===== src/rtl/mem_arbiter_if.sv =====
// mem_arbiter_if: fetch port, data port, shared RAM port and status.
// slave = arbiter side; master = requesters plus RAM.
interface mem_arbiter_if #(
    parameter int AW = 32,
    parameter int DW = 64
);
    logic          i_req;
    logic [AW-1:0] i_addr;
    logic          i_gnt;
    logic          i_rvalid;
    logic [DW-1:0] i_rdata;
    logic          d_req;
    logic          d_we;
    logic [AW-1:0] d_addr;
    logic [DW-1:0] d_wdata;
    logic          d_gnt;
    logic          d_rvalid;
    logic [DW-1:0] d_rdata;
    logic          mem_en;
    logic          mem_we;
    logic [AW-1:0] mem_addr;
    logic [DW-1:0] mem_wdata;
    logic [DW-1:0] mem_rdata;
    logic          busy;

    modport slave (
        input  i_req, i_addr,
        input  d_req, d_we, d_addr, d_wdata,
        input  mem_rdata,
        output i_gnt, i_rvalid, i_rdata,
        output d_gnt, d_rvalid, d_rdata,
        output mem_en, mem_we, mem_addr, mem_wdata,
        output busy
    );

    modport master (
        output i_req, i_addr,
        output d_req, d_we, d_addr, d_wdata,
        output mem_rdata,
        input  i_gnt, i_rvalid, i_rdata,
        input  d_gnt, d_rvalid, d_rdata,
        input  mem_en, mem_we, mem_addr, mem_wdata,
        input  busy
    );
endinterface


===== src/rtl/mem_arbiter.sv =====
// mem_arbiter: single-port RAM arbiter between fetch (i) and load/store (d).
// Define MEM_ARB_RR_EN for round-robin; otherwise d has fixed priority.
module mem_arbiter #(
    parameter int AW  = 32,
    parameter int DW  = 64,
    parameter int LAT = 1
) (
    input  logic         clk,
    input  logic         rst_n,
    mem_arbiter_if.slave bus
);
    typedef enum logic [1:0] {
        IDLE,
        ISSUE,
        WAIT,
        RESP
    } state_t;

    localparam logic [3:0] LAT_C = 4'(LAT);

    state_t        state_q;
    logic [3:0]    cnt_q;
    logic          owner_q;
    logic          rvalid_q;
    logic          mem_en_q;
    logic          mem_we_q;
    logic [AW-1:0] mem_addr_q;
    logic [DW-1:0] mem_wdata_q;
    logic [DW-1:0] rdata_q;

    logic idle;
    logic d_win;
    logic i_gnt;
    logic d_gnt;

    assign idle = rst_n && (state_q == IDLE);

`ifdef MEM_ARB_RR_EN
    // 1 = data port won the last grant; reset points at fetch so d goes first
    logic last_d_q;

    assign d_win = !bus.i_req || !last_d_q;

    // Remember which port won, so the other one wins the next tie
    always_ff @(posedge clk or negedge rst_n) begin
        if (!rst_n) begin
            last_d_q <= 1'b0;
        end else if (d_gnt || i_gnt) begin
            last_d_q <= d_gnt;
        end
    end
`else
    assign d_win = 1'b1;
`endif

    assign d_gnt = idle && bus.d_req && d_win;
    assign i_gnt = idle && bus.i_req && !(bus.d_req && d_win);

    // Access sequencer: grant, one-cycle RAM strobe, latency wait, response
    always_ff @(posedge clk or negedge rst_n) begin
        if (!rst_n) begin
            state_q     <= IDLE;
            cnt_q       <= '0;
            owner_q     <= 1'b0;
            rvalid_q    <= 1'b0;
            mem_en_q    <= 1'b0;
            mem_we_q    <= 1'b0;
            mem_addr_q  <= '0;
            mem_wdata_q <= '0;
            rdata_q     <= '0;
        end else begin
            unique case (state_q)
                IDLE: begin
                    rvalid_q <= 1'b0;
                    if (d_gnt || i_gnt) begin
                        owner_q    <= d_gnt;
                        mem_en_q   <= 1'b1;
                        mem_we_q   <= d_gnt && bus.d_we;
                        mem_addr_q <= d_gnt ? bus.d_addr : bus.i_addr;
                        if (d_gnt) begin
                            mem_wdata_q <= bus.d_wdata;
                        end
                        state_q <= ISSUE;
                    end
                end
                ISSUE: begin
                    mem_en_q <= 1'b0;
                    mem_we_q <= 1'b0;
                    if (mem_we_q) begin
                        rdata_q  <= '0;
                        rvalid_q <= 1'b1;
                        state_q  <= RESP;
                    end else begin
                        cnt_q   <= LAT_C;
                        state_q <= WAIT;
                    end
                end
                WAIT: begin
                    cnt_q <= cnt_q - 4'd1;
                    // RAM data is valid LAT cycles after the strobe
                    if (cnt_q == 4'd1) begin
                        rdata_q  <= bus.mem_rdata;
                        rvalid_q <= 1'b1;
                        state_q  <= RESP;
                    end
                end
                RESP: begin
                    rvalid_q <= 1'b0;
                    state_q  <= IDLE;
                end
                default: begin
                    state_q <= IDLE;
                end
            endcase
        end
    end

    assign bus.i_gnt     = i_gnt;
    assign bus.d_gnt     = d_gnt;
    assign bus.i_rvalid  = rvalid_q && !owner_q;
    assign bus.d_rvalid  = rvalid_q && owner_q;
    assign bus.i_rdata   = rdata_q;
    assign bus.d_rdata   = rdata_q;
    assign bus.mem_en    = mem_en_q;
    assign bus.mem_we    = mem_we_q;
    assign bus.mem_addr  = mem_addr_q;
    assign bus.mem_wdata = mem_wdata_q;
    assign bus.busy      = (state_q != IDLE);
endmodule

===== src/flat_wrapper.sv =====
// flat-port wrapper written by rule: the top's interface ports become plain ports
module mem_arbiter_flat 
#(
    parameter int AW  = 32,
    parameter int DW  = 64,
    parameter int LAT = 1
)
  (clk, rst_n, bus_i_req, bus_i_addr, bus_d_req, bus_d_we, bus_d_addr, bus_d_wdata, bus_mem_rdata, bus_i_gnt, bus_i_rvalid, bus_i_rdata, bus_d_gnt, bus_d_rvalid, bus_d_rdata, bus_mem_en, bus_mem_we, bus_mem_addr, bus_mem_wdata, bus_busy);
  mem_arbiter_if #(.AW(AW), .DW(DW)) bus_i ();
  input  logic clk;
  input  logic rst_n;
  input wire logic [$bits(bus_i.i_req)-1:0] bus_i_req;
  input wire logic [$bits(bus_i.i_addr)-1:0] bus_i_addr;
  input wire logic [$bits(bus_i.d_req)-1:0] bus_d_req;
  input wire logic [$bits(bus_i.d_we)-1:0] bus_d_we;
  input wire logic [$bits(bus_i.d_addr)-1:0] bus_d_addr;
  input wire logic [$bits(bus_i.d_wdata)-1:0] bus_d_wdata;
  input wire logic [$bits(bus_i.mem_rdata)-1:0] bus_mem_rdata;
  output wire logic [$bits(bus_i.i_gnt)-1:0] bus_i_gnt;
  output wire logic [$bits(bus_i.i_rvalid)-1:0] bus_i_rvalid;
  output wire logic [$bits(bus_i.i_rdata)-1:0] bus_i_rdata;
  output wire logic [$bits(bus_i.d_gnt)-1:0] bus_d_gnt;
  output wire logic [$bits(bus_i.d_rvalid)-1:0] bus_d_rvalid;
  output wire logic [$bits(bus_i.d_rdata)-1:0] bus_d_rdata;
  output wire logic [$bits(bus_i.mem_en)-1:0] bus_mem_en;
  output wire logic [$bits(bus_i.mem_we)-1:0] bus_mem_we;
  output wire logic [$bits(bus_i.mem_addr)-1:0] bus_mem_addr;
  output wire logic [$bits(bus_i.mem_wdata)-1:0] bus_mem_wdata;
  output wire logic [$bits(bus_i.busy)-1:0] bus_busy;
  assign bus_i.i_req = bus_i_req;
  assign bus_i.i_addr = bus_i_addr;
  assign bus_i.d_req = bus_d_req;
  assign bus_i.d_we = bus_d_we;
  assign bus_i.d_addr = bus_d_addr;
  assign bus_i.d_wdata = bus_d_wdata;
  assign bus_i.mem_rdata = bus_mem_rdata;
  assign bus_i_gnt = bus_i.i_gnt;
  assign bus_i_rvalid = bus_i.i_rvalid;
  assign bus_i_rdata = bus_i.i_rdata;
  assign bus_d_gnt = bus_i.d_gnt;
  assign bus_d_rvalid = bus_i.d_rvalid;
  assign bus_d_rdata = bus_i.d_rdata;
  assign bus_mem_en = bus_i.mem_en;
  assign bus_mem_we = bus_i.mem_we;
  assign bus_mem_addr = bus_i.mem_addr;
  assign bus_mem_wdata = bus_i.mem_wdata;
  assign bus_busy = bus_i.busy;
  mem_arbiter #(.AW(AW), .DW(DW), .LAT(LAT)) u_core (.clk(clk), .rst_n(rst_n), .bus(bus_i));
endmodule

===== config.mk =====
export PLATFORM = sky130hd
export DESIGN_NAME = mem_arbiter_flat
export DESIGN_NICKNAME = d
export VERILOG_FILES = /design/src/rtl/mem_arbiter_if.sv /design/src/rtl/mem_arbiter.sv /design/src/flat_wrapper.sv
export SDC_FILE = /design/constraint.sdc
export NUM_CORES = 1
export LEC_CHECK = 0
export ABC_AREA = 1
export CAP_MARGIN = 30
export CORE_AREA = 2 2 167 169
export CTS_BUF_LIST = sky130_fd_sc_hd__clkbuf_2
export DETAILED_ROUTE_END_ITERATION = 7
export DIE_AREA = 0 0 169 171
export PLACE_DENSITY = 0.64
export SETUP_SLACK_MARGIN = 0.05
export SLEW_MARGIN = 15
export SYNTH_ARGS = -nofsm -noshare
export SYNTH_HDL_FRONTEND = slang
export SYNTH_SLANG_ARGS = --single-unit

===== constraint.sdc =====
create_clock -name clk -period 1.7 [get_ports clk]
set_clock_uncertainty 0.1 [all_clocks]
set_input_delay 0.425 -clock clk [delete_from_list [all_inputs] [get_ports clk]]
set_output_delay 0.425 -clock clk [all_outputs]
set_load 0.02 [all_outputs]

==> results of run 1 <==
-- layout by cell type, fill, tap and decap left out, drive strengths merged --
cell           netlist  layout
nand2              476     476
buf                110     398
clkdlybuf4s50        0     195
dfrtp              170     170
inv                107     112
dlygate4sd3          0      77
nand4               64      64
nand3               43      43
nor2                36      36
o21ai               34      34
clkbuf              21      24
clkinv               0       9
ha                   6       6
bufbuf               0       3
diode                0       1
xor2                 1       1
o22ai                1       1
nand3b               1       1
nor3                 1       1
a21oi                1       1
or2                  1       1
clkinvlp             0       1
-- critical path, stage by stage, from the launching register on --
cell and delay (ps):
dfrtp_1 460, inv_2 90, ha_4 210, nand3_4 90
nor2_4 90, buf_6 120
-- where the power goes --
group	total, mW	switching (mW)	internal, mW	leakage (nW)
logic	17.1	8.66	8.45	6.15
clock network	2.30	1.79	0.507	0.151
registers	6.83	1.28	5.56	2.18
-- repair_timing --
item	in CTS	in global routing
resized for setup	1422	113
setup endpoints to repair	382	373
gates cloned	3	11
endpoints found under the hold margin	195	0
pin swaps	4	6
hold buffers	77	0
buffers inserted	86	42
-- stage by stage --
| step | instance area [µm²] | instances | hold WS (ps) | TNS (ps) |
|---|---|---|---|---|
| after floorplan | 8350 | 1073 | 29.4 | 0 |
| after global placement | 12700 | 1756 | 324 | -36400 |
| after detailed placement | 12700 | 1756 | 319 | -36630 |
| after CTS | 14900 | 1954 | 6.37 | -83940 |
| after global routing | 15800 | 2001 | 20.9 | -103290 |
| final | 15800 | 2001 | 129 | -62690 |
-- registers in the layout, indices dropped and copies added, names as in the netlist --
signal	cells
u_core.bus.d_rdata	64
u_core.bus.mem_wdata	64
u_core.bus.mem_addr	32
u_core.cnt_q	4
u_core.state_q	2
u_core.bus.mem_en	1
u_core.bus.mem_we	1
u_core.owner_q	1
u_core.rvalid_q	1
-- metal layers --
layer,part of all wire,global-route usage,vias up
met3,0.065,0.0463,67
met5,0,0,-
li1,-,-,4374
met1,0.39,0.240,4390
met2,0.52,0.378,413
met4,0.028,0.0699,0
-- cells by family after synthesis --
kind of cell / Yosys count
AOI/OAI and AO/OA: 36
xor gates and xnor gates: 1
adders and majority gates: 6
buffers and inverters: 238
DFF: 170
and+or+nand+nor: 622
-- final timing paths --
path                                            end  cells past startpoint
max                                       bus_i_gnt                      5
min                          u_core.bus.mem_addr[2]                      5
max reg2reg                  u_core.bus.d_rdata[22]                     10
min reg2reg                u_core.bus.mem_wdata[28]                      2
max in group asynchronous   u_core.bus.mem_wdata[8]                      4
min in group asynchronous    u_core.bus.mem_addr[7]                      3
-- final cells by class --
cell class,count,area [µm²],area share
inverter,107,407,0.0258
timing repair buffer,680,7340,0.466
clock buffer,17,85.1,0.00540
sequential,170,4260,0.271
tap,346,433,0.0275
multi-input combinational,665,3040,0.193
clock inverter,15,180,0.0114
antenna,1,2.50,0.000159
==> impl_metrics.ini, run 1 <==
[routing]
num_vias = 9244
wl_per_cell_um = 16.9
drc = 0
drt_iter0_drc = 624
drt-pass1-iter-count = 5
avgViaCountPerCell = 4.62
ant_nets = 0
finalWirelength_um = 33900

[synthesis]
synthCells = 1073
synth.avg_cell_area_um2 = 7.75
syn_nets = 1276
synth-edff-count = 0
ys_warn_count = 0
synth.most_common_cell = nand2_1
synth_compound_area_frac = 0.0218
yosys.area_share.xor_xnor = 0.00105
yosys.area_share.simple = 0.309
synth-seq-cells = 170
netlist_area_um2 = 8310
synthTopCellsByCount = 474 x nand2_1, 170 x dfrtp_1, 107 x inv_1, 71 x buf_4, 64 x nand4_1
ys_seq_area_frac = 0.512
synth_top_family_by_area = simple AND/OR/NAND/NOR gates
synth.area.top_cells = dfrtp_1 51%, nand2_1 21%, buf_4 6.4%
synth.distinct_cells = 23
synth_top_area_frac = 0.512
synth_area_leader_cell = dfrtp_1
synth-main-ff-cell = dfrtp_1
async_flop_share = 1.00
synth_mux_area_frac = 0
synth_fa_ha_area_frac = 0.00903

[timing]
max_freq_ghz = 0.437
relSlewSlack = 0.429
finalSetupViolCount = 327
layout_setup_ws_ps = -588
period_needed_ps = 2290
finalHoldViolations = 0
rsz0062_at_grt = true
worstMarginPinSlew_ps = 857
drv_slew = 0
fin_crit_sh = 1.35

[power_and_ir_drop]
finalPower_mw = 26.2
irDropWorstVdd_v = 0.000766
p_per_area_nw_per_um2 = 1670
p_leak_nw = 8.48

[grt]
grt_usage = 0.207
grt_pass1_vias = 8643
gr-total-overflow = 0
grt_max_degree = 70
grt_pass1_wl_um = 46900
antenna_found_initial = 1

[floorplanning]
die_area_um2 = 28900
die_h_um = 171
rows = 61
die_w_um = 169
coreArea_um2 = 27300
initial_core_util = 0.304
num_io_pins = 428

[placement]
place_ws_ps = -560
dp_hpwl_um = 20300
place.gp.congestion = 0.802
portBuffers = 427

[worst_hold_path]
hold_start = bus_i_addr[2]
hp-class = in2reg

[worst_setup_path]
startpoint = u_core.state_q[1]
cp_max_fo = 4
required_ps = 1170
reg2reg_from = u_core.state_q[0]
cp-start-kind = flip-flop
worstSetupEndpointType = output pin
worstSetupPathType = reg2out
arrival_ps = 1760
rrSetupSlack_ps = -220

[flow_run]
drv_cap = 0

[clock_tree]
htreeDepth = 4
clock_latency_ps = 720
clock_sinks = 170
cts.root.buffer_cell = clkbuf_2
clk_pin_slew_ps = 350
cts_buffers = 17
cts_tree = yes
cts.path.max_buffers = 2

[layout]
syn_to_final_growth_pct = 89.6
finish.utilization = 0.577
nets = 1844
drive_above_1_share = 0.297
fillCellCount = 2388

[outcome]
violations = negative setup slack
status = finished with violations
Power figures use the tool's default switching activity.
==> run 2, diff against run 1 <==
--- a/config.mk
+++ b/config.mk
@@ -13,7 +13,7 @@
 export DIE_AREA = 0 0 169 171
 export PLACE_DENSITY = 0.64
 export SETUP_SLACK_MARGIN = 0.05
-export SLEW_MARGIN = 15
+export SLEW_MARGIN = 10
 export SYNTH_ARGS = -nofsm -noshare
 export SYNTH_HDL_FRONTEND = slang
 export SYNTH_SLANG_ARGS = --single-unit
==> results of run 2 <==
The final DEF is identical to that of run 1; final timing and power are the same.
==> RTL edit: new RTL, config.mk and constraints of run 1 <==
Encoding of `state_t`: now Gray code (2 bits for 4 states).
--- a/src/rtl/mem_arbiter.sv
+++ b/src/rtl/mem_arbiter.sv
@@ -10,10 +10,10 @@
     mem_arbiter_if.slave bus
 );
     typedef enum logic [1:0] {
-        IDLE,
-        ISSUE,
-        WAIT,
-        RESP
+        IDLE  = 2'b00,
+        ISSUE = 2'b01,
+        WAIT  = 2'b11,
+        RESP  = 2'b10
     } state_t;
 
     localparam logic [3:0] LAT_C = 4'(LAT);
Formal check against the unedited RTL: no difference found for any inputs over 4 cycles, from zero or initial values and one cycle with rst_n low; so few cycles prove little.
==> RTL edit against run 1 <==
- the flow still finishes with violations (setup timing)
- area after synthesis down 9.3%
- sequential power up 9.2%
- setup slack better by 0.044 ns
- wire length down 12%
- power up 0.42%
- count of clock-buffer cells in the layout up 1
- synthesized cell count down 19%
- design area down 7.4%
- sequential cell count unchanged
- critical endpoint is now bus_busy
- largest cell class unchanged
==> RTL edit: results (changes against run 1) <==
| Metric | Value |
|---|---|
| Final net count | `1640 (was 1844)` |
| WL per Instance | `16.60 um (was 16.92 um)` |
| Failing checks | `setup timing (unchanged)` |
| Flop2flop setup slack | `-0.04 ns (was -0.22 ns)` |
| Seq pwr share | `28.3% (was 26.0%)` |
| Yosys cell types | `24 (was 23)` |
| Syn_nets | `1067 (was 1276)` |
| Worst Setup Slack, final | `-0.5441 ns (was -0.5878 ns)` |
| Main area contributors after synthesis | `dfrtp_1 56%, nand2_1 18%, buf_4 7.6% (was dfrtp_1 51%, nand2_1 21%, buf_4 6.4%)` |
| Largest net degree at the start of global routing | `45 (was 70)` |
| M3 GR Usage | `5.852% (was 4.626%)` |
| Post-DR vias/cell | `4.303 (was 4.620)` |
| Post-synthesis sequential area ratio | `56.47% (was 51.19%)` |
| Outcome | `finished with violations (unchanged)` |
| FF-to-FF path depth | `9 (was 10)` |
| LEAKAGE | `7.664 nW (was 8.476 nW)` |
| Pre-CTS setup slack | `-0.7681 ns (was -0.5604 ns)` |
| Worst path arrival time | `1.72 ns (was 1.76 ns)` |
| Adder-Cell Fraction of Synth Area | `0.3322% (was 0.9033%)` |
| Worst Setup EP | `bus_busy (was bus_i_gnt)` |
| Clock buf/inv share | `1.458% (was 1.684%)` |
| Slew @ Worst Pin | `0.5816 ns (was 0.8572 ns)` |
| #MultiIn Comb | `488 (was 665)` |
| Buffers excl. clock | `659 (was 680)` |
| Total Wirelength | `29890 um (was 33870 um)` |
| Worst vdd ir | `0.9139 mV (was 0.7662 mV)` |
| Clk. pwr | `2.13 mW (was 2.30 mW)` |
| Finish-stage setup viols | `282 (was 327)` |
| Later-pin clock latency in the skew report | `0.68 ns (was 0.72 ns)` |
| Min-delay src | `bus_d_wdata[18] (was bus_i_addr[2])` |
| Inverters | `105 (was 107)` |
| Hold depth | `3 (was 5)` |
| Reg2reg end | `u_core.bus.mem_wdata[21] (was u_core.bus.d_rdata[22])` |
| Post-synthesis compound-gate area fraction | `8.122% (was 2.183%)` |
| Seq area share | `29.20% (was 27.07%)` |
| Clkbuf count | `18 (was 17)` |
| Final hold slack | `0.09506 ns (was 0.1293 ns)` |
| Met1 Use GR | `20.32% (was 23.95%)` |
| Synth Area in XOR/XNOR | `0.1163% (was 0.1054%)` |
| GRT met2 Usage | `34.32% (was 37.78%)` |
==> RTL edit: worst register-to-register path, stage by stage, from the launching register on <==
cell and delay (ns):
dfrtp_1 0.46, nor2_4 0.18, nand3_4 0.12, buf_6 0.13, buf_6 0.12, buf_16 0.15
buf_12 0.14, buf_16 0.15, nand2_1 0.07, nand2_1 0.04
==> RTL edit: metrics by stage <==
stage | TNS, ns | cell area [um^2]
floorplan | 0 | 7533
global placement | -63.84 | 11820
detailed placement | -67.57 | 11820
CTS | -66.50 | 13560
global route | -84.06 | 14590
finish | -44.12 | 14590
==> RTL edit: kinds of logic after synthesis <==
logic type               after synthesis
buffers and inverters                210
flip-flops                           170
AND/OR/NAND/NOR                      384
adder cells (fa/ha/maj)                2
XOR/XNOR                               1
AO/OA/AOI/OAI                        101
==> RTL edit: repair_timing <==
item,in CTS,in global routing
endpoints found under the hold margin,113,15
setup buffers,106,46
endpoints found under the setup margin,331,326
pin swaps,3,4
gates cloned,2,8
gates resized for setup,1405,109
hold buffers,31,15
